--- src/rtl/mux_test_pkg.sv ---
// Shared definitions for the 2:1 mux stimulus sequencer: FSM encoding, widths,
// the expected mux truth table and a popcount helper.
package mux_test_pkg;

   typedef enum logic [1:0] {StIdle, StRun, StDone} state_e;

   localparam int unsigned VEC_W = 3;

   // Bit index = {x1,s,x2}; f = s ? x2 : x1.
   localparam logic [7:0] MUX2_EXPECTED = 8'hB8;

   function automatic logic [3:0] popcount8(input logic [7:0] v);
      logic [3:0] n;
      n = 4'd0;
      for (int i = 0; i < 8; i++) begin
         n = n + {3'd0, v[i]};
      end
      return n;
   endfunction

endpackage

--- src/rtl/hold_timer.sv ---
// Hold-window counter: counts while enabled and strobes on the last cycle of
// each window, wrapping to zero there.
module hold_timer #(
   parameter int unsigned HOLD_CYCLES = 100
) (
   input  logic clk,
   input  logic rst_n,
   input  logic clr,
   input  logic en,
   output logic sample
);

   localparam logic [15:0] LastCnt = 16'(HOLD_CYCLES - 1);

   logic [15:0] cnt_q, cnt_d;

   assign sample = en && (cnt_q == LastCnt);

   always_comb begin
      cnt_d = cnt_q;
      if (clr) begin
         cnt_d = 16'd0;
      end else if (en) begin
         cnt_d = sample ? 16'd0 : cnt_q + 16'd1;
      end
   end

   always_ff @(posedge clk or negedge rst_n) begin
      if (!rst_n) begin
         cnt_q <= 16'd0;
      end else begin
         cnt_q <= cnt_d;
      end
   end

endmodule

--- src/rtl/mux_stim_sequencer.sv ---
// Walks {x1,s,x2} through all eight combinations, captures the mux output f at
// the end of each hold window and grades the observed truth table.
module mux_stim_sequencer
   import mux_test_pkg::*;
#(
   parameter int unsigned HOLD_CYCLES = 100,
   parameter logic [7:0]  EXPECTED    = MUX2_EXPECTED
) (
   input  logic       clk,
   input  logic       rst_n,
   input  logic       start,
   input  logic       f,
   output logic       x1,
   output logic       s,
   output logic       x2,
   output logic       busy,
   output logic       done,
   output logic [7:0] truth,
   output logic       pass,
   output logic [3:0] mismatch_cnt
);

   state_e           state_q, state_d;
   logic [VEC_W-1:0] vec_q, vec_d;
   logic [VEC_W-1:0] vec_out_q, vec_out_d;
   logic [7:0]       truth_q, truth_d;
   logic             pass_q, pass_d;
   logic [3:0]       mm_q, mm_d;
   logic             busy_q, busy_d;
   logic             done_q, done_d;
   logic             sample;

   hold_timer #(
      .HOLD_CYCLES(HOLD_CYCLES)
   ) u_hold_timer (
      .clk    (clk),
      .rst_n  (rst_n),
      .clr    (state_q != StRun),
      .en     (state_q == StRun),
      .sample (sample)
   );

   // Outputs are computed one cycle ahead so every port comes straight from a flop.
   always_comb begin
      state_d   = state_q;
      vec_d     = vec_q;
      vec_out_d = '0;
      truth_d   = truth_q;
      pass_d    = pass_q;
      mm_d      = mm_q;
      busy_d    = 1'b0;
      done_d    = 1'b0;
      unique case (state_q)
         StIdle: begin
            if (start) begin
               state_d = StRun;
               vec_d   = '0;
               truth_d = 8'd0;
               pass_d  = 1'b0;
               mm_d    = 4'd0;
               busy_d  = 1'b1;
            end
         end
         StRun: begin
            busy_d    = 1'b1;
            vec_out_d = vec_q;
            if (sample) begin
               truth_d[vec_q] = f;
               if (vec_q == 3'd7) begin
                  state_d   = StDone;
                  busy_d    = 1'b0;
                  done_d    = 1'b1;
                  vec_out_d = '0;
                  pass_d    = (truth_d == EXPECTED);
                  mm_d      = popcount8(truth_d ^ EXPECTED);
               end else begin
                  vec_d     = vec_q + 3'd1;
                  vec_out_d = vec_q + 3'd1;
               end
            end
         end
         StDone: begin
            state_d = StIdle;
         end
         default: begin
            state_d = StIdle;
         end
      endcase
   end

   always_ff @(posedge clk or negedge rst_n) begin
      if (!rst_n) begin
         state_q   <= StIdle;
         vec_q     <= '0;
         vec_out_q <= '0;
         truth_q   <= 8'd0;
         pass_q    <= 1'b0;
         mm_q      <= 4'd0;
         busy_q    <= 1'b0;
         done_q    <= 1'b0;
      end else begin
         state_q   <= state_d;
         vec_q     <= vec_d;
         vec_out_q <= vec_out_d;
         truth_q   <= truth_d;
         pass_q    <= pass_d;
         mm_q      <= mm_d;
         busy_q    <= busy_d;
         done_q    <= done_d;
      end
   end

   assign {x1, s, x2}  = vec_out_q;
   assign busy         = busy_q;
   assign done         = done_q;
   assign truth        = truth_q;
   assign pass         = pass_q;
   assign mismatch_cnt = mm_q;

endmodule
--- config.mk ---
export PLATFORM = sky130hd
export DESIGN_NAME = mux_stim_sequencer
export DESIGN_NICKNAME = d
export VERILOG_FILES = /design/src/rtl/mux_test_pkg.sv /design/src/rtl/hold_timer.sv /design/src/rtl/mux_stim_sequencer.sv
export SDC_FILE = /design/constraint.sdc
export NUM_CORES = 1
export LEC_CHECK = 0
export CAP_MARGIN = 20
export CORE_UTILIZATION = 55
export DETAILED_ROUTE_END_ITERATION = 8
export HOLD_SLACK_MARGIN = 0.15
export PLACE_DENSITY = 0.78
export SETUP_SLACK_MARGIN = 0.02
export SYNTH_ARGS = -nofsm -noshare
export SYNTH_HDL_FRONTEND = slang
export SYNTH_SLANG_ARGS = --single-unit
--- constraint.sdc ---
create_clock -name clk -period 4.2 [get_ports clk]
set_input_delay 0.42 -clock clk [delete_from_list [all_inputs] [get_ports clk]]
set_output_delay 0.42 -clock clk [all_outputs]
set_load 0.005 [all_outputs]
==> Word level (Yosys, flattened, before mapping) <==
Index checks and enable logic that the tools add are counted.
{ "word_totals": {"regBits": 39, "inputBits": 4, "output_inout_bits": 18, "elab_cells": 74} }
{ "op_classes": {"addsub": 9, "order_cmp": 2, "eq_ne": 9, "muxes": 35, "bitwise": 1, "reduce_logical": 9} }
{ "op_table": {"columns": ["operator", "count"], "rows": [
  ["$mux W16", 3],
  ["$mux W3", 6],
  ["$add A16 B1 Y16 const B", 1],
  ["$add A4 B1 Y4", 4],
  ["$eq A16 B7 Y1 const B", 1],
  ["$mux W8", 2],
  ["$pmux W8 S2", 1],
  ["$mux W4", 3],
  ["$mux W1", 10],
  ["$bwmux W8", 1],
  ["$eq A8 B8 Y1 const B", 1],
  ["$ne A2 B2 Y1 const B", 4],
  ["$pmux W4 S2", 1],
  ["$reduce_and A4 Y1", 2],
  ["$mux W2", 3],
  ["$pmux W3 S2", 1],
  ["$reduce_and A3 Y1", 2],
  ["$add A3 B1 Y4", 1],
  ["$lt A3 B4 Y1 const B", 1],
  ["$not A4 Y4", 1],
  ["$pmux W1 S2", 2],
  ["$pmux W2 S2", 1],
  ["$reduce_bool A2 Y1", 2],
  ["$add A2 B1 Y3", 1],
  ["other kinds (9)", 10]
]} }

==> Longest topological paths before layout <==
Gate-level depths: netlist (run 1).
{ "logic_depth": {"word_depth": 15, "depth_mapped": 13, "ltp_nobuf": 12} }

==> Modules after synthesis <==
A second synthesis (run 1) with hierarchy kept.
{ "unflattened": {"cells_unflattened": 246, "area_unflattened_um2": 2304.7} }
{ "by_module_without_submodules": {"columns": ["mod", "n_inst", "cells_each", "area_per_inst_um2", "seq_area_each_um2"], "rows": [
  ["mux_stim_sequencer", 1, 148, 1415.1, 575.6],
  ["hold_timer", 1, 98, 889.6, 400.4]
]} }

==> Worst setup path before layout (run 1) <==
OpenSTA, ideal clock, no wires.
{ "synth_timing": {"path_type": "register -> register", "from": "reg vec_q[0]", "to": "reg mm_q[2] (netlist: mismatch_cnt[2])", "setup_time_ps": 125, "arrival_time_ps": 3641, "t_required_ps": 4075, "path_slack_ps": 435, "stages_incl_launch_ff": 14, "path_buffers": 1, "synth_period_minus_slack_ps": 3765, "path_cell_list": "dfrtp_1 clkbuf_1 nor3b_1 mux2i_1 fa_1 fa_1 fa_1 inv_1 ha_1 inv_1 fa_1 xor2_1 nor2_1 mux2_2"} }
{ "synth_between": {"elab_chain_len": 15, "word_cells_on_any_way": 20, "classes_between": "7 x add/sub; 2 x order compare; 2 x eq/ne; 6 x mux; 1 x bitwise; 2 x reduce/logical"} }
{ "synth_rtl": {"columns": ["item", "line_no", "source"], "rows": [
  ["start: declaration", "mux_stim_sequencer.sv:24", "logic [VEC_W-1:0] vec_q, vec_d;"],
  ["start signal: assignment", "mux_stim_sequencer.sv:103", "vec_q <= vec_d;"],
  ["$lt A3 B4 Y1 (implied by the code) or $ge A3 B1 Y1 (tied branches)", "mux_stim_sequencer.sv:68", "truth_d[vec_q] = f;"],
  ["$logic_and A1 B1 Y1 (implied by the code)", "mux_stim_sequencer.sv:68", null],
  ["$mux W1 (implied by the code)", "mux_stim_sequencer.sv:68", null],
  ["$demux W1 S3", "mux_stim_sequencer.sv:68", null],
  ["$bwmux W8", "mux_stim_sequencer.sv:68", null],
  ["$add A1 B1 Y2", "mux_test_pkg.sv:16", "n = n + {3'd0, v[i]};"],
  ["$add A2 B1 Y3", "mux_test_pkg.sv:16", null],
  ["$add A3 B1 Y4", "mux_test_pkg.sv:16", null],
  ["$add A4 B1 Y4 (4 in a row)", "mux_test_pkg.sv:16", null],
  ["$mux W4", "mux_stim_sequencer.sv:69", "if (vec_q == 3'd7) begin"],
  ["$mux W4", "mux_stim_sequencer.sv:67", "if (sample) begin"],
  ["$pmux W4 S2", "mux_stim_sequencer.sv:53", "unique case (state_q)"],
  ["end signal: assignment", "mux_stim_sequencer.sv:107", "mm_q <= mm_d;"],
  ["end: declaration", "mux_stim_sequencer.sv:28", "logic [3:0] mm_q, mm_d;"]
]} }
Parallel ways exist; a longest one is shown, timed or not. The select of a mux whose other input is x is not followed.
A chain may end at the register's enable or synchronous reset.

==> Worst setup path in the final report (run 1) <==
{ "layout_timing": {"from": "reg vec_q[2]", "to": "reg mm_q[2] (netlist: mismatch_cnt[2])"} }
The elaborated chain is that of the path after synthesis.

==> impl_metrics.ini, run 1 <==
[status]
outcome = completed

[drt]
route.antenna.remaining_nets = 0
drt-total-wl_mm = 4.48
drt_iter0_markers = 102
wire_length_per_cell_after_detailed_routing_um = 15.4
post_drt_via_cell_ratio = 5.77
route.vias.total = 1673
detail_route.drc_violations = 0
first_pass_iteration_count_of_the_detailed_router = 4

[floorplanning]
floorplan.rows = 22
fp.dieH_um = 65.7
pin_count = 22
core_region_area_mm2 = 0.00377
die-area_mm2 = 0.00432
initial_core_utilization_pct = 59.2
chipWidth_um = 65.7

[cells_and_area]
fillCellCount = 296
areaGrowthSynthToFinish_pct = 15.1
nets = 256
drive_gt1_share_pct = 12.4
layout.cell_area.non_filler_mm2 = 0.00257
num_antenna_cells = 0
fin_cells = 290

[synth]
synthDistinctLibCells = 44
synth_top_cell_area_share_pct = 43.7
post_synth_main_area_contributors = sky130_fd_sc_hd__dfrtp_1 44%, sky130_fd_sc_hd__mux2i_1 4.9%, sky130_fd_sc_hd__mux2_2 4.5%
share_of_async_settable_or_async_resettable_flops_after_synthesis_pct = 100
yosys_warnings = 0
synth_top_flop_cell = sky130_fd_sc_hd__dfrtp_1
netlist_instances = 221
post_synth.cell_area_avg_um2 = 10.1
synth.largest_area_cell = sky130_fd_sc_hd__dfrtp_1
post_synth_instance_area_mm2 = 0.00223
synth_edf_count = 0
seq_total_area_yosys_pct = 43.7
net_count_after_synthesis = 236
ys_ff_latch = 39

[worst_setup_path]
path_cells = nor3b_1, mux2i_1, fa_1, fa_1, fa_1, inv_1, ha_1, inv_1, fa_1, xor2_1, nor2_1, mux2_2
worst-setup-path-type = reg -> reg
critical_path_required_ns = 4.38
path_max_fanout = 12
cpLargestDelayFamily = adder cells
worst_ep_arrival_time_ns = 4.03
cpPeakStageDelay_ns = 0.52
worstSetupEndpointType = flop
start_kind = flop
cp_num_buf_inv = 2
crit_slowest_cell = sky130_fd_sc_hd__fa_1
critical_path_most_common_cell = sky130_fd_sc_hd__fa_1

[pwr]
power_switching_share_pct = 20.2
fin_total_pwr_uw = 729
seq_power_share_pct = 52.1
worst_ir_drop_vdd_mv = 0.168
combinationalPowerShare_pct = 3.4
clk_pwr_share_pct = 44.4
intPower_uw = 582
power.net_switching_uw = 147
p_per_area_mw_per_mm2 = 283
total_leakage_power_uw = 0.00123

[placement]
place.port_buffers = 21
finalWeightedCongestion = 0.855
dpl_wire_length_mm = 3.13
dp_cells = 282
place_area_mm2 = 0.00245

[worst_hold_path]
min_path_type = in -> async

[clocking]
clock_slew_seen_by_the_registers_of_the_worst_setup_and_hold_paths_ns = 0.08
cts.root.buffer_cell = sky130_fd_sc_hd__clkbuf_8
tritoncts = done
hold_fix_buffers_at_cts = 0
clock_tree.buffer_depth = 2
cts_sinks = 39
cts_made_buffers = 5
cts_setup_buffers = 0
cts_resized = 0
cts_max_level = 2
clock_insertion_delay_worst_skew_ns = 0.29

[global_route]
grt_start_max_net_pins = 40
first_global_vias = 1718
grt_first_pass_wirelength_mm = 7.95
grt_use_total_pct = 24.6
antenna_found_initial = 0
globalRoute.totalOverflow = 0

[sta]
timing.final.crit_share_pct = 91.7
achievable-frequency_ghz = 0.260
timing.final.hold_violations = 0
grt_setup_unrepaired = false
skew_ns = 0.00483
final-max-slew-violation-count = 0
transition_time_at_the_pin_with_the_least_slew_margin_ns = 0.842
remaining_max_slew_budget_at_the_tightest_pin_pct = 43.9
timing.final.setup_violations = 0
final.setup.tns_ns = 0
final.min_clock_period_ns = 3.85

[flow_run]
max_cap_violations = 0
through the flow:
step / setup slack (ns) / utilization, % / hold WS, ns
2_1_floorplan: 0.435 / - / 0.124
5_1_grt: 0.0637 / 68.2 / 0.303
3_5_place_dp: 0.299 / 65.1 / 0.483
6_report: 0.347 / 68.2 / 0.225
3_3_place_gp: 0.369 / 65.1 / 0.480
4_1_cts: 0.331 / 68.2 / 0.258
synth_stat cells, types with 2 or more instances:
| master | n |
|---|---|
| sky130_fd_sc_hd__dfrtp_1 | 39 |
| sky130_fd_sc_hd__nand3_1 | 7 |
| sky130_fd_sc_hd__mux2i_1 | 11 |
| sky130_fd_sc_hd__or4_1 | 2 |
| sky130_fd_sc_hd__clkbuf_1 | 6 |
| sky130_fd_sc_hd__ha_1 | 7 |
| sky130_fd_sc_hd__nand4_1 | 5 |
| sky130_fd_sc_hd__inv_1 | 19 |
| sky130_fd_sc_hd__mux2_2 | 9 |
| sky130_fd_sc_hd__or3_1 | 4 |
| sky130_fd_sc_hd__or4_4 | 2 |
| sky130_fd_sc_hd__and3_2 | 2 |
| sky130_fd_sc_hd__nor3b_1 | 4 |
| sky130_fd_sc_hd__nor4_1 | 5 |
| sky130_fd_sc_hd__a21oi_1 | 8 |
| sky130_fd_sc_hd__o22ai_1 | 4 |
| sky130_fd_sc_hd__xor2_1 | 6 |
| sky130_fd_sc_hd__nor3_1 | 3 |
| sky130_fd_sc_hd__xnor2_1 | 6 |
| sky130_fd_sc_hd__nor2_1 | 21 |
| sky130_fd_sc_hd__nand3b_1 | 5 |
| sky130_fd_sc_hd__o21ai_0 | 2 |
| sky130_fd_sc_hd__fa_1 | 4 |
| sky130_fd_sc_hd__nand2_1 | 20 |
routing by layer:
metal	vias to the layer above	GRT usage (%)	routed length, um
met1	828	32.0	2010
met2	38	39.5	2200
li1	799	-	-
met5	-	0	0
met4	0	8.97	93
met3	8	5.73	176
logic make-up (layout without fill, tap and decap cells):
kind of cell / after synthesis / in the layout / share of synthesized area [%]
compound gates: 21 / 21 / 6.50
xor+xnor: 12 / 12 / 4.71
simple gates: 89 / 89 / 22.2
buf+inv: 29 / 50 / 5.88
flops: 39 / 39 / 43.7
mux: 20 / 20 / 9.47
fa+ha+maj: 11 / 11 / 7.51
state kept, by name (all words and copies together) (netlist names), 2 cells and up:
register            cells
state_q                 2
truth                   8
vec_q                   3
mismatch_cnt            4
vec_out_q               3
u_hold_timer.cnt_q     16
cell type report:
| cell class | count | area [um2] | area share, % |
|---|---|---|---|
| Inverter | 19 | 71.3 | 2.77 |
| Sequential cell | 39 | 976 | 38.0 |
| Clock inverter | 2 | 35.0 | 1.36 |
| Multi-Input combinational cell | 153 | 1130 | 43.8 |
| Clock buffer | 6 | 82.6 | 3.21 |
| Timing Repair Buffer | 23 | 220 | 8.56 |
| Tap cell | 48 | 60.1 | 2.34 |
path summary, 6_finish.rpt:
check,start,to,slack (ns),cells past startpoint
worst max register to register,vec_q[2],mismatch_cnt[2],0.35,12
worst max-delay path,vec_q[2],mismatch_cnt[2],0.35,12
max in group asynchronous,rst_n,truth[3],3.44,1
worst min-delay path,rst_n,u_hold_timer.cnt_q[14],0.23,1
min in group clk,u_hold_timer.cnt_q[0],u_hold_timer.cnt_q[0],0.49,1
worst min register to register,u_hold_timer.cnt_q[0],u_hold_timer.cnt_q[0],0.49,1
worst register-to-register path: cells and delay by family, from the launching register on:
kind,cells,cell delay (ns)
xor gates and xnor gates,1,0.13
adders and majority gates,5,1.95
buffers and inverters,2,0.12
DFF,1,0.51
muxes,2,0.66
and+or+nand+nor,2,0.36
placed cells by master (no fill, tap or decap), types with 2 or more instances in the layout:
| master | count |
|---|---|
| sky130_fd_sc_hd__dfrtp_1 | 39 |
| sky130_fd_sc_hd__nor2_1 | 21 |
| sky130_fd_sc_hd__nand2_1 | 20 |
| sky130_fd_sc_hd__clkdlybuf4s50_1 | 20 |
| sky130_fd_sc_hd__inv_1 | 19 |
| sky130_fd_sc_hd__mux2i_1 | 11 |
| sky130_fd_sc_hd__mux2_2 | 9 |
| sky130_fd_sc_hd__a21oi_1 | 8 |
| sky130_fd_sc_hd__nand3_1 | 7 |
| sky130_fd_sc_hd__ha_1 | 7 |
| sky130_fd_sc_hd__xnor2_1 | 6 |
| sky130_fd_sc_hd__xor2_1 | 6 |
| sky130_fd_sc_hd__clkbuf_8 | 6 |
| sky130_fd_sc_hd__nand4_1 | 5 |
| sky130_fd_sc_hd__nor4_1 | 5 |
| sky130_fd_sc_hd__nand3b_1 | 5 |
| sky130_fd_sc_hd__or3_1 | 4 |
| sky130_fd_sc_hd__nor3b_1 | 4 |
| sky130_fd_sc_hd__o22ai_1 | 4 |
| sky130_fd_sc_hd__fa_1 | 4 |
| sky130_fd_sc_hd__nor3_1 | 3 |
| sky130_fd_sc_hd__o21ai_0 | 2 |
| sky130_fd_sc_hd__or4_4 | 2 |
| sky130_fd_sc_hd__or4_1 | 2 |
| sky130_fd_sc_hd__and3_2 | 2 |
| sky130_fd_sc_hd__buf_4 | 2 |
power by group through the flow:
stage	Sequential (uW)	Clock [uW]	Combinational (uW)
after global routing	380	354	28.2
after CTS	380	332	25.5
final	380	324	24.9
after global placement	387	0	25.0
after floorplan	388	0	6.37
after detailed placement	387	0	25.2
No activity file was read; power rests on OpenSTA's default activity.
==> inputs of run 2 (changes only) <==
Settings changed: ABC_AREA set to 1.
==> impl_metrics.ini, run 2 <==
[worst_setup_path]
start_kind = flop
timing.rr.start = vec_q[0]
worstReg2RegEnd = mismatch_cnt[2]
reg2reg_setup_slack_ns = 0.45
worst_ep_arrival_time_ns = 3.96
worstSetupEndpointType = flop
critical_path_required_ns = 4.42
reg2reg_depth = 13
worst-setup-path-type = reg -> reg
path_max_fanout = 12

[floorplanning]
pin_count = 22
die-area_mm2 = 0.00441
fp.dieH_um = 66.4
floorplan.rows = 23
core_region_area_mm2 = 0.00400
initial_core_utilization_pct = 57.1
chipWidth_um = 66.4

[clocking]
tritoncts = done
clock_tree.buffer_depth = 2
cts_max_level = 2
hold_fix_buffers_at_cts = 0
cts_sinks = 39
cts_resized = 0
clock_insertion_delay_worst_skew_ns = 0.29
clock_slew_seen_by_the_registers_of_the_worst_setup_and_hold_paths_ns = 0.08
cts_made_buffers = 5
cts.root.buffer_cell = sky130_fd_sc_hd__clkbuf_8
cts_setup_buffers = 0

[synth]
netlist_instances = 297
ys_ff_latch = 39
post_synth_instance_area_mm2 = 0.00228
synth_top_cell_area_share_pct = 42.8
seq_total_area_yosys_pct = 42.8
synth_edf_count = 0
yosys_warnings = 0
post_synth.cell_area_avg_um2 = 7.68
net_count_after_synthesis = 312
most_frequent_cell_after_synthesis = sky130_fd_sc_hd__nand2_1
synthDistinctLibCells = 29
synth.top_cells.by_count = 70 x sky130_fd_sc_hd__nand2_1, 47 x sky130_fd_sc_hd__nor2_1, 39 x sky130_fd_sc_hd__dfrtp_1
synth_top_flop_cell = sky130_fd_sc_hd__dfrtp_1
synth.largest_area_cell = sky130_fd_sc_hd__dfrtp_1
share_of_async_settable_or_async_resettable_flops_after_synthesis_pct = 100
post_synth_main_area_contributors = sky130_fd_sc_hd__dfrtp_1 43%, sky130_fd_sc_hd__nand2_1 12%, sky130_fd_sc_hd__nor2_1 7.7%

[status]
outcome = completed

[sta]
worst_slack_ns = 0.453
final.setup.tns_ns = 0
skew_ns = 0.00874
timing.final.setup_violations = 0
timing.final.hold_violations = 0
timing.final.crit_share_pct = 89.2
grt_setup_unrepaired = false
remaining_max_slew_budget_at_the_tightest_pin_pct = 43.6
final-max-slew-violation-count = 0
transition_time_at_the_pin_with_the_least_slew_margin_ns = 0.846
achievable-frequency_ghz = 0.267
final.min_clock_period_ns = 3.75

[global_route]
grt_first_pass_wirelength_mm = 7.96
first_global_vias = 1830
antenna_found_initial = 0
globalRoute.totalOverflow = 0
grt_use_total_pct = 24.2
grt_start_max_net_pins = 40

[drt]
route.vias.total = 1934
wire_length_per_cell_after_detailed_routing_um = 12.7
first_pass_iteration_count_of_the_detailed_router = 6
drt_iter0_markers = 193
detail_route.drc_violations = 0
route.antenna.remaining_nets = 0
drt-total-wl_mm = 4.70
post_drt_via_cell_ratio = 5.24

[cells_and_area]
final_util_pct = 65.1
mostFrequentLayoutCells = 70 x sky130_fd_sc_hd__nand2_1, 47 x sky130_fd_sc_hd__nor2_1, 39 x sky130_fd_sc_hd__dfrtp_1
largest_register = u_hold_timer.cnt_q
areaGrowthSynthToFinish_pct = 14.1
largest_register_ff_count = 16
num_antenna_cells = 0
drive_gt1_share_pct = 6.58
layout.cells.most_common = sky130_fd_sc_hd__nand2_1
nets = 333

[flow_run]
max_cap_violations = 0

[pwr]
total_leakage_power_uw = 0.00127
p_per_area_mw_per_mm2 = 258
fin_total_pwr_uw = 671
worst_ir_drop_vdd_mv = 0.157

[placement]
finalWeightedCongestion = 0.951
dpl_wire_length_mm = 3.43
detailedPlace.worstSlack_ns = 0.350
place.port_buffers = 21

[worst_hold_path]
min_path_type = in -> async
run 2: through the flow:
step           instance area, um2  hold WS, ns  cells
3_5_place_dp                 2500        0.463    361
6_report                     2600        0.221    369
5_1_grt                      2600        0.296    369
3_3_place_gp                 2500        0.451    361
4_1_cts                      2600        0.257    369
2_1_floorplan                2280        0.124    297
run 2: how the worst max path moves through the flow:
| stage | to | startpoint | slack [ns] |
|---|---|---|---|
| after floorplan | mismatch_cnt[2] | vec_q[1] | 0.71 |
| after global placement | mismatch_cnt[2] | f | 0.44 |
| after detailed placement | mismatch_cnt[2] | f | 0.35 |
| after CTS | mismatch_cnt[2] | vec_q[1] | 0.48 |
| after global routing | mismatch_cnt[2] | vec_q[1] | 0.18 |
| final | mismatch_cnt[2] | vec_q[0] | 0.45 |
run 2: metal layers:
| metal | GRT usage [%] | vias to the layer above | share of wire, % |
|---|---|---|---|
| li1 | - | 975 | - |
| met1 | 33.3 | 903 | 48 |
| met2 | 36.7 | 52 | 46 |
| met3 | 6.21 | 4 | 4.9 |
| met4 | 8.51 | 0 | 0.89 |
| met5 | 0 | - | 0 |
run 2: power breakdown:
part           total, uW  internal, uW  switching, uW  leakage (uW)
Sequential           375           375              0      0.000515
Combinational       13.1          3.20           9.94      0.000699
Clock                282           150            132     0.0000515
Total                671           528            142       0.00127
run 2: logic make-up (layout without fill, tap and decap cells):
| logic type | after synthesis | after routing | share of synthesized area, % |
|---|---|---|---|
| AO/OA/AOI/OAI | 21 | 21 | 4.88 |
| flip-flops | 39 | 39 | 42.8 |
| adder cells (fa/ha/maj) | 11 | 11 | 7.35 |
| buffers and inverters | 46 | 68 | 8.44 |
| XOR/XNOR | 7 | 7 | 2.69 |
| AND/OR/NAND/NOR | 173 | 173 | 33.9 |
run 2: final cells by class:
type                            count  area (um2)
Clock buffer                        8         100
Fill cell                         339        1400
Inverter                           39         146
Multi-Input combinational cell    212        1110
Sequential cell                    39         976
Tap cell                           50        62.6
Timing Repair Buffer               21         205
run 2: critical path, cell delays in order (launching register included):
cell                      delay (ns)
sky130_fd_sc_hd__dfrtp_1        0.51
sky130_fd_sc_hd__inv_1          0.23
sky130_fd_sc_hd__nand3_1        0.13
sky130_fd_sc_hd__o21ai_0        0.35
sky130_fd_sc_hd__fa_1           0.50
sky130_fd_sc_hd__fa_1           0.52
sky130_fd_sc_hd__fa_1           0.42
sky130_fd_sc_hd__inv_1          0.06
sky130_fd_sc_hd__ha_1           0.16
sky130_fd_sc_hd__inv_1          0.06
sky130_fd_sc_hd__fa_1           0.39
sky130_fd_sc_hd__xnor2_1        0.15
sky130_fd_sc_hd__nand2_1        0.06
sky130_fd_sc_hd__o21ai_1        0.13
==> patch 1: new RTL, config.mk and constraints of run 2 <==
Make the reset (`rst_n`) synchronous in 2 clocked blocks.
--- a/src/rtl/hold_timer.sv
+++ b/src/rtl/hold_timer.sv
@@ -25,7 +25,7 @@
       end
    end
 
-   always_ff @(posedge clk or negedge rst_n) begin
+   always_ff @(posedge clk) begin
       if (!rst_n) begin
          cnt_q <= 16'd0;
       end else begin
--- a/src/rtl/mux_stim_sequencer.sv
+++ b/src/rtl/mux_stim_sequencer.sv
@@ -88,7 +88,7 @@
       endcase
    end
 
-   always_ff @(posedge clk or negedge rst_n) begin
+   always_ff @(posedge clk) begin
       if (!rst_n) begin
          state_q   <= StIdle;
          vec_q     <= '0;
Formal check against the unedited RTL: differs if rst_n is asserted again (counterexample within 4 cycles, from zero or initial values and one cycle with rst_n low); with rst_n held inactive, the same outputs for 10 cycles.
==> patch 1 against run 2 <==
Clock skew increased by 0.0019 ns. First-iteration DRC count fell by 34%. Synthesized area is 7.0% lower. Count of clock-buffer cells in the layout is 2 lower. Final area fell by 6.4%. Sequential cell count unchanged. Final cell count increased by 0.27%. Via count shrank 1.2%. Global-route usage decreased by 0.27 points. Wire length decreased by 5.9%. Utilization up 0.99 points. Setup slack worse by 0.030 ns. Largest cell class unchanged.
Power is not compared: it rests on default switching activity, and its combinational part moved more than twofold at a synthesized area within 25%.
==> patch 1: results (changes against run 2) <==
* Status: finished, final reports clean
* Syn_nets at 314 (+0.64%)
* Cells on worst reg2reg path at 15 (+2)
* Yosys cell types at 28 (-3.4%)
* Main flop type after synthesis: dfxtp_1
* Clock Skew at 0.0106 ns (+0.00186 ns)
* Max stage delay on crit path at 0.53 ns
* Min-delay worst type: reg2reg
* Worst-path fanout max at 11 (-1)
* Avg Inst Size Synth at 7.10 µm² (-7.6%)
* Initial DRT Pass Iterations at 4 (-2)
* Synth top cells by count: nand2_1 (54), nor2_1 (52), dfxtp_1 (39)
* Non-filler cells, final at 370 (+0.27%)
* Final Critical Period at 3.78 ns (+0.0299 ns)
* Layout cells sized above 1 at 8.39% (+1.8 points)
* Pre-CTS setup slack at 0.228 ns (-0.122 ns)
* Max_slew headroom at 66.7% (+23 points)
* Layout Nets at 338 (+1.5%)
* Largest Register: u_hold_timer.cnt_q
* RR Startpoint: vec_q[1]$_SDFFE_PN0P_
* Cts bufs inserted at 5 (unchanged)
* Filler cell count in the final layout at 340 (+0.29%)
* Antenna violations before repair at 0 (unchanged)
* ANT cells at 0 (unchanged)
* Detailed Place HPWL at 3270 µm (-4.7%)
* Worst vdd ir at 0.181 mV
* Detailed-route via count at 1911 (-1.2%)
* Synth async-reset ratio at 0% (-100 points)
* Hold path endpoint: u_hold_timer.cnt_q[0]$_SDFFE_PN0P_
* Port buffer count at 21 (unchanged)
* Sequential share of the synthesized area at 36.8% (-6.0 points)
* Clock buffer depth at 2 (unchanged)
* DR WL/cell at 12.0 µm (-6.1%)
* Total GRT Usage at 23.9% (-0.27 points)
* Hold Crit Depth at 1
* Arr. time, crit path at 4.00 ns (+0.04 ns)
* First-pass GRT wire length at 7560 µm (-5.1%)
* Area contributors post-synth: dfxtp_1 (37%), nand2_1 (9.5%), nor2_1 (9.2%), inv_1 (6.4%), nand3_1 (4.7%)
* Synth Warn # at 0 (unchanged)
* Iteration-0 DRC Markers at 128 (-34%)
* Max reg flops at 16 (unchanged)
* WHS at 0.452 ns (+0.231 ns)
* Critical-path top delay cell: dfxtp_1
* P_int at approximately 0.54 mW
* Vias in the first global route at 1685 (-7.9%)
* Layout Cell Area excl Fill at 0.00244 mm² (-6.4%)
* DP Cell Count at 364 (+0.83%)
* RR Endpoint: mismatch_cnt[2]$_SDFFE_PN0P_
* Largest net degree at the start of global routing at 15 (-63%)
* R2R setup slack at 0.42 ns (-0.03 ns)
* GP Congestion at 0.912 (-4.1%)
* Post-CTS Setup Bufs at 0 (unchanged)
[patch 1: power groups by stage]
| stage | Combinational (mW) | Clock, mW | Sequential, mW |
|---|---|---|---|
| global route | 0.140 | 0.251 | 0.387 |
| floorplan | 0.0843 | 0 | 0.394 |
| finish | 0.122 | 0.228 | 0.386 |
| CTS | 0.122 | 0.235 | 0.386 |
| global placement | 0.118 | 0 | 0.394 |
| detailed placement | 0.121 | 0 | 0.394 |
[patch 1: worst max-delay path by stage]
stage | startpoint | to | slack [ns] | depth (start not counted)
6_report | vec_q[1]$_SDFFE_PN0P_ | mismatch_cnt[2]$_SDFFE_PN0P_ | 0.42 | 15
2_1_floorplan | vec_q[0]$_SDFFE_PN0P_ | mismatch_cnt[2]$_SDFFE_PN0P_ | 0.69 | 16
3_3_place_gp | f | mismatch_cnt[2]$_SDFFE_PN0P_ | 0.32 | 15
3_5_place_dp | f | mismatch_cnt[2]$_SDFFE_PN0P_ | 0.23 | 15
4_1_cts | vec_q[1]$_SDFFE_PN0P_ | mismatch_cnt[2]$_SDFFE_PN0P_ | 0.44 | 15
5_1_grt | vec_q[1]$_SDFFE_PN0P_ | mismatch_cnt[2]$_SDFFE_PN0P_ | 0.15 | 15
[patch 1: layout make-up]
class,count,share of cell area (%)
multi-input cells,211,46.6
flip-flops and latches,39,32.0
repair buffers,23,9.24
inverters,43,6.72
clock buffers,6,2.98
well taps,48,2.46
[patch 1: cells by family after synthesis]
family / synth area share [%]
xor gates and xnor gates: 0.825
AOI/OAI and AO/OA: 10.5
and+or+nand+nor: 34.2
buffers and inverters: 9.78
adders and majority gates: 7.90
DFF: 36.8
[patch 1: routing by layer]
layer | track usage [%] | vias to the layer above | wire length (µm)
met4 | 8.61 | 0 | 47
met5 | 0 | - | 0
met2 | 37.6 | 52 | 1990
met1 | 31.9 | 848 | 2160
li1 | - | 1006 | -
met3 | 5.89 | 5 | 231
[patch 1: critical path: cells and delay by family (launching register included)]
kind / cells / cell delay [ns]
AND/OR/NAND/NOR: 4 / 0.40
adder cells (fa/ha/maj): 5 / 1.94
buffers and inverters: 3 / 0.30
XOR/XNOR: 1 / 0.15
flip-flops: 1 / 0.53
AO/OA/AOI/OAI: 2 / 0.40
==> patch 2: new RTL, flow settings as in run 2 <==
Without the edit above. `HOLD_CYCLES` is set to 100 in 2 places; all go to 50.
--- a/src/rtl/hold_timer.sv
+++ b/src/rtl/hold_timer.sv
@@ -1,7 +1,7 @@
 // Hold-window counter: counts while enabled and strobes on the last cycle of
 // each window, wrapping to zero there.
 module hold_timer #(
-   parameter int unsigned HOLD_CYCLES = 100
+   parameter int unsigned HOLD_CYCLES = 50
 ) (
    input  logic clk,
    input  logic rst_n,
--- a/src/rtl/mux_stim_sequencer.sv
+++ b/src/rtl/mux_stim_sequencer.sv
@@ -3,7 +3,7 @@
 module mux_stim_sequencer
    import mux_test_pkg::*;
 #(
-   parameter int unsigned HOLD_CYCLES = 100,
+   parameter int unsigned HOLD_CYCLES = 50,
    parameter logic [7:0]  EXPECTED    = MUX2_EXPECTED
 ) (
    input  logic       clk,
Behaviour: no difference found for any inputs over 10 cycles, from zero or initial values and one cycle with rst_n low; that may be too few to reach the edited logic, so the function may still have changed.
==> patch 2 against run 2 <==
Sequential cell count is the same. Final area shrank 2.8%. Die area fell by 1.9%. Setup slack improved by 0.0037 ns. Combinational power decreased by 5%. Wire length shrank 4.5%. Total power shrank 5.5%. First-iteration DRC count decreased by 17%. Count of clock-buffer cells in the layout is 1 lower. Synthesized area down 1.9%. Sequential share of layout area grew 1.1 points. Fmax rose by 0.10%. Highest routed layer unchanged. Largest cell class unchanged.
==> patch 2: results (changes against run 2) <==
* Status: finished, final reports clean
* Metal1 wirelength at 2270 µm (-0.26%)
* Worst-path fanout max at 10 (-2)
* Detailed-route via count at 1835 (-5.1%)
* Detailed Place HPWL at 3240 µm (-5.6%)
* Placed Area at 0.00245 mm² (-2.1%)
* Met1 usage at 33.9% (+0.60 points)
* Lkg Pwr at 1.27 nW (+0.44%)
* Avg Inst Size Synth at 7.88 µm² (+2.6%)
* GP Congestion at 0.863 (-9.3%)
* Filler cell count in the final layout at 320 (-5.6%)
* RR Startpoint: vec_q[2]$_DFFE_PN0P_
* Arr. time, crit path at 3.93 ns (-0.03 ns)
* Met2 usage at 36.0% (-0.77 points)
* Layout Nets at 321 (-3.6%)
* Clock Skew at 0.0105 ns (+0.00174 ns)
* M3 GR Usage at 5.17% (-1.0 points)
* Total GRT Usage at 24.4% (+0.21 points)
* Syn_nets at 300 (-3.8%)
* Synth Area in Adders at 8.05% (+0.70 points)
* First-pass GRT wire length at 7890 µm (-0.95%)
* Max_slew headroom at 44.1% (+0.46 points)
* DP Cell Count at 346 (-4.2%)
* Area contributors post-synth: dfrtp_1 (44%), nand2_1 (12%), nor2_1 (6.7%), inv_1 (5.7%), nand3_1 (4.9%)
* Xor/xnor cell area share of the yosys netlist at 0.783% (-1.9 points)
* Yosys cell types at 28 (-3.4%)
* Met3 WL at 161 µm (-30%)
* WHS at 0.215 ns (-0.00574 ns)
* Initial DRT Pass Iterations at 4 (-2)
* Pre-CTS setup slack at 0.259 ns (-0.0909 ns)
* WL met2 at 1940 µm (-9.7%)
* Layout cells sized above 1 at 7.52% (+0.93 points)
* Final WL at 4490 µm (-4.5%)
* Layout Cell Area excl Fill at 0.00253 mm² (-2.8%)
[patch 2: area by class of cell]
cell class | count | area share [%]
well taps | 48 | 2.37
repair buffers | 21 | 8.11
inverters | 36 | 5.34
multi-input cells | 202 | 42.4
clock buffers | 7 | 3.02
flip-flops and latches | 39 | 38.6
clock inverters | 1 | 0.198
[patch 2: worst max-delay path, delay by kind of cell (launching register included)]
family,cells,cell delay (ns)
adders and majority gates,5,1.95
buffers and inverters,3,0.33
AOI/OAI and AO/OA,3,0.61
and+or+nand+nor,3,0.26
DFF,1,0.49
[patch 2: where the power goes]
part	switching, mW	internal, mW	leakage (nW)	total, mW
Clock	0.129	0.117	0.0422	0.246
Combinational	0.00953	0.00297	0.717	0.0125
Sequential	0	0.375	0.512	0.375
Total	0.139	0.495	1.27	0.634
[patch 2: cell families after synthesis]
family / after synthesis
flip-flops: 39
buffers and inverters: 43
AND/OR/NAND/NOR: 164
AO/OA/AOI/OAI: 24
adder cells (fa/ha/maj): 12
XOR/XNOR: 2
[patch 2: worst max path at each step]
stage / start / to / slack (ns) / depth (start not counted)
4_1_cts: vec_q[2]$_DFFE_PN0P_ / mismatch_cnt[2]$_DFFE_PN0P_ / 0.46 / 14
3_5_place_dp: f / mismatch_cnt[2]$_DFFE_PN0P_ / 0.26 / 13
5_1_grt: vec_q[1]$_DFFE_PN0P_ / mismatch_cnt[2]$_DFFE_PN0P_ / 0.20 / 14
6_report: vec_q[2]$_DFFE_PN0P_ / mismatch_cnt[2]$_DFFE_PN0P_ / 0.46 / 14
3_3_place_gp: f / mismatch_cnt[2]$_DFFE_PN0P_ / 0.35 / 13
2_1_floorplan: vec_q[1]$_DFFE_PN0P_ / mismatch_cnt[2]$_DFFE_PN0P_ / 0.67 / 15
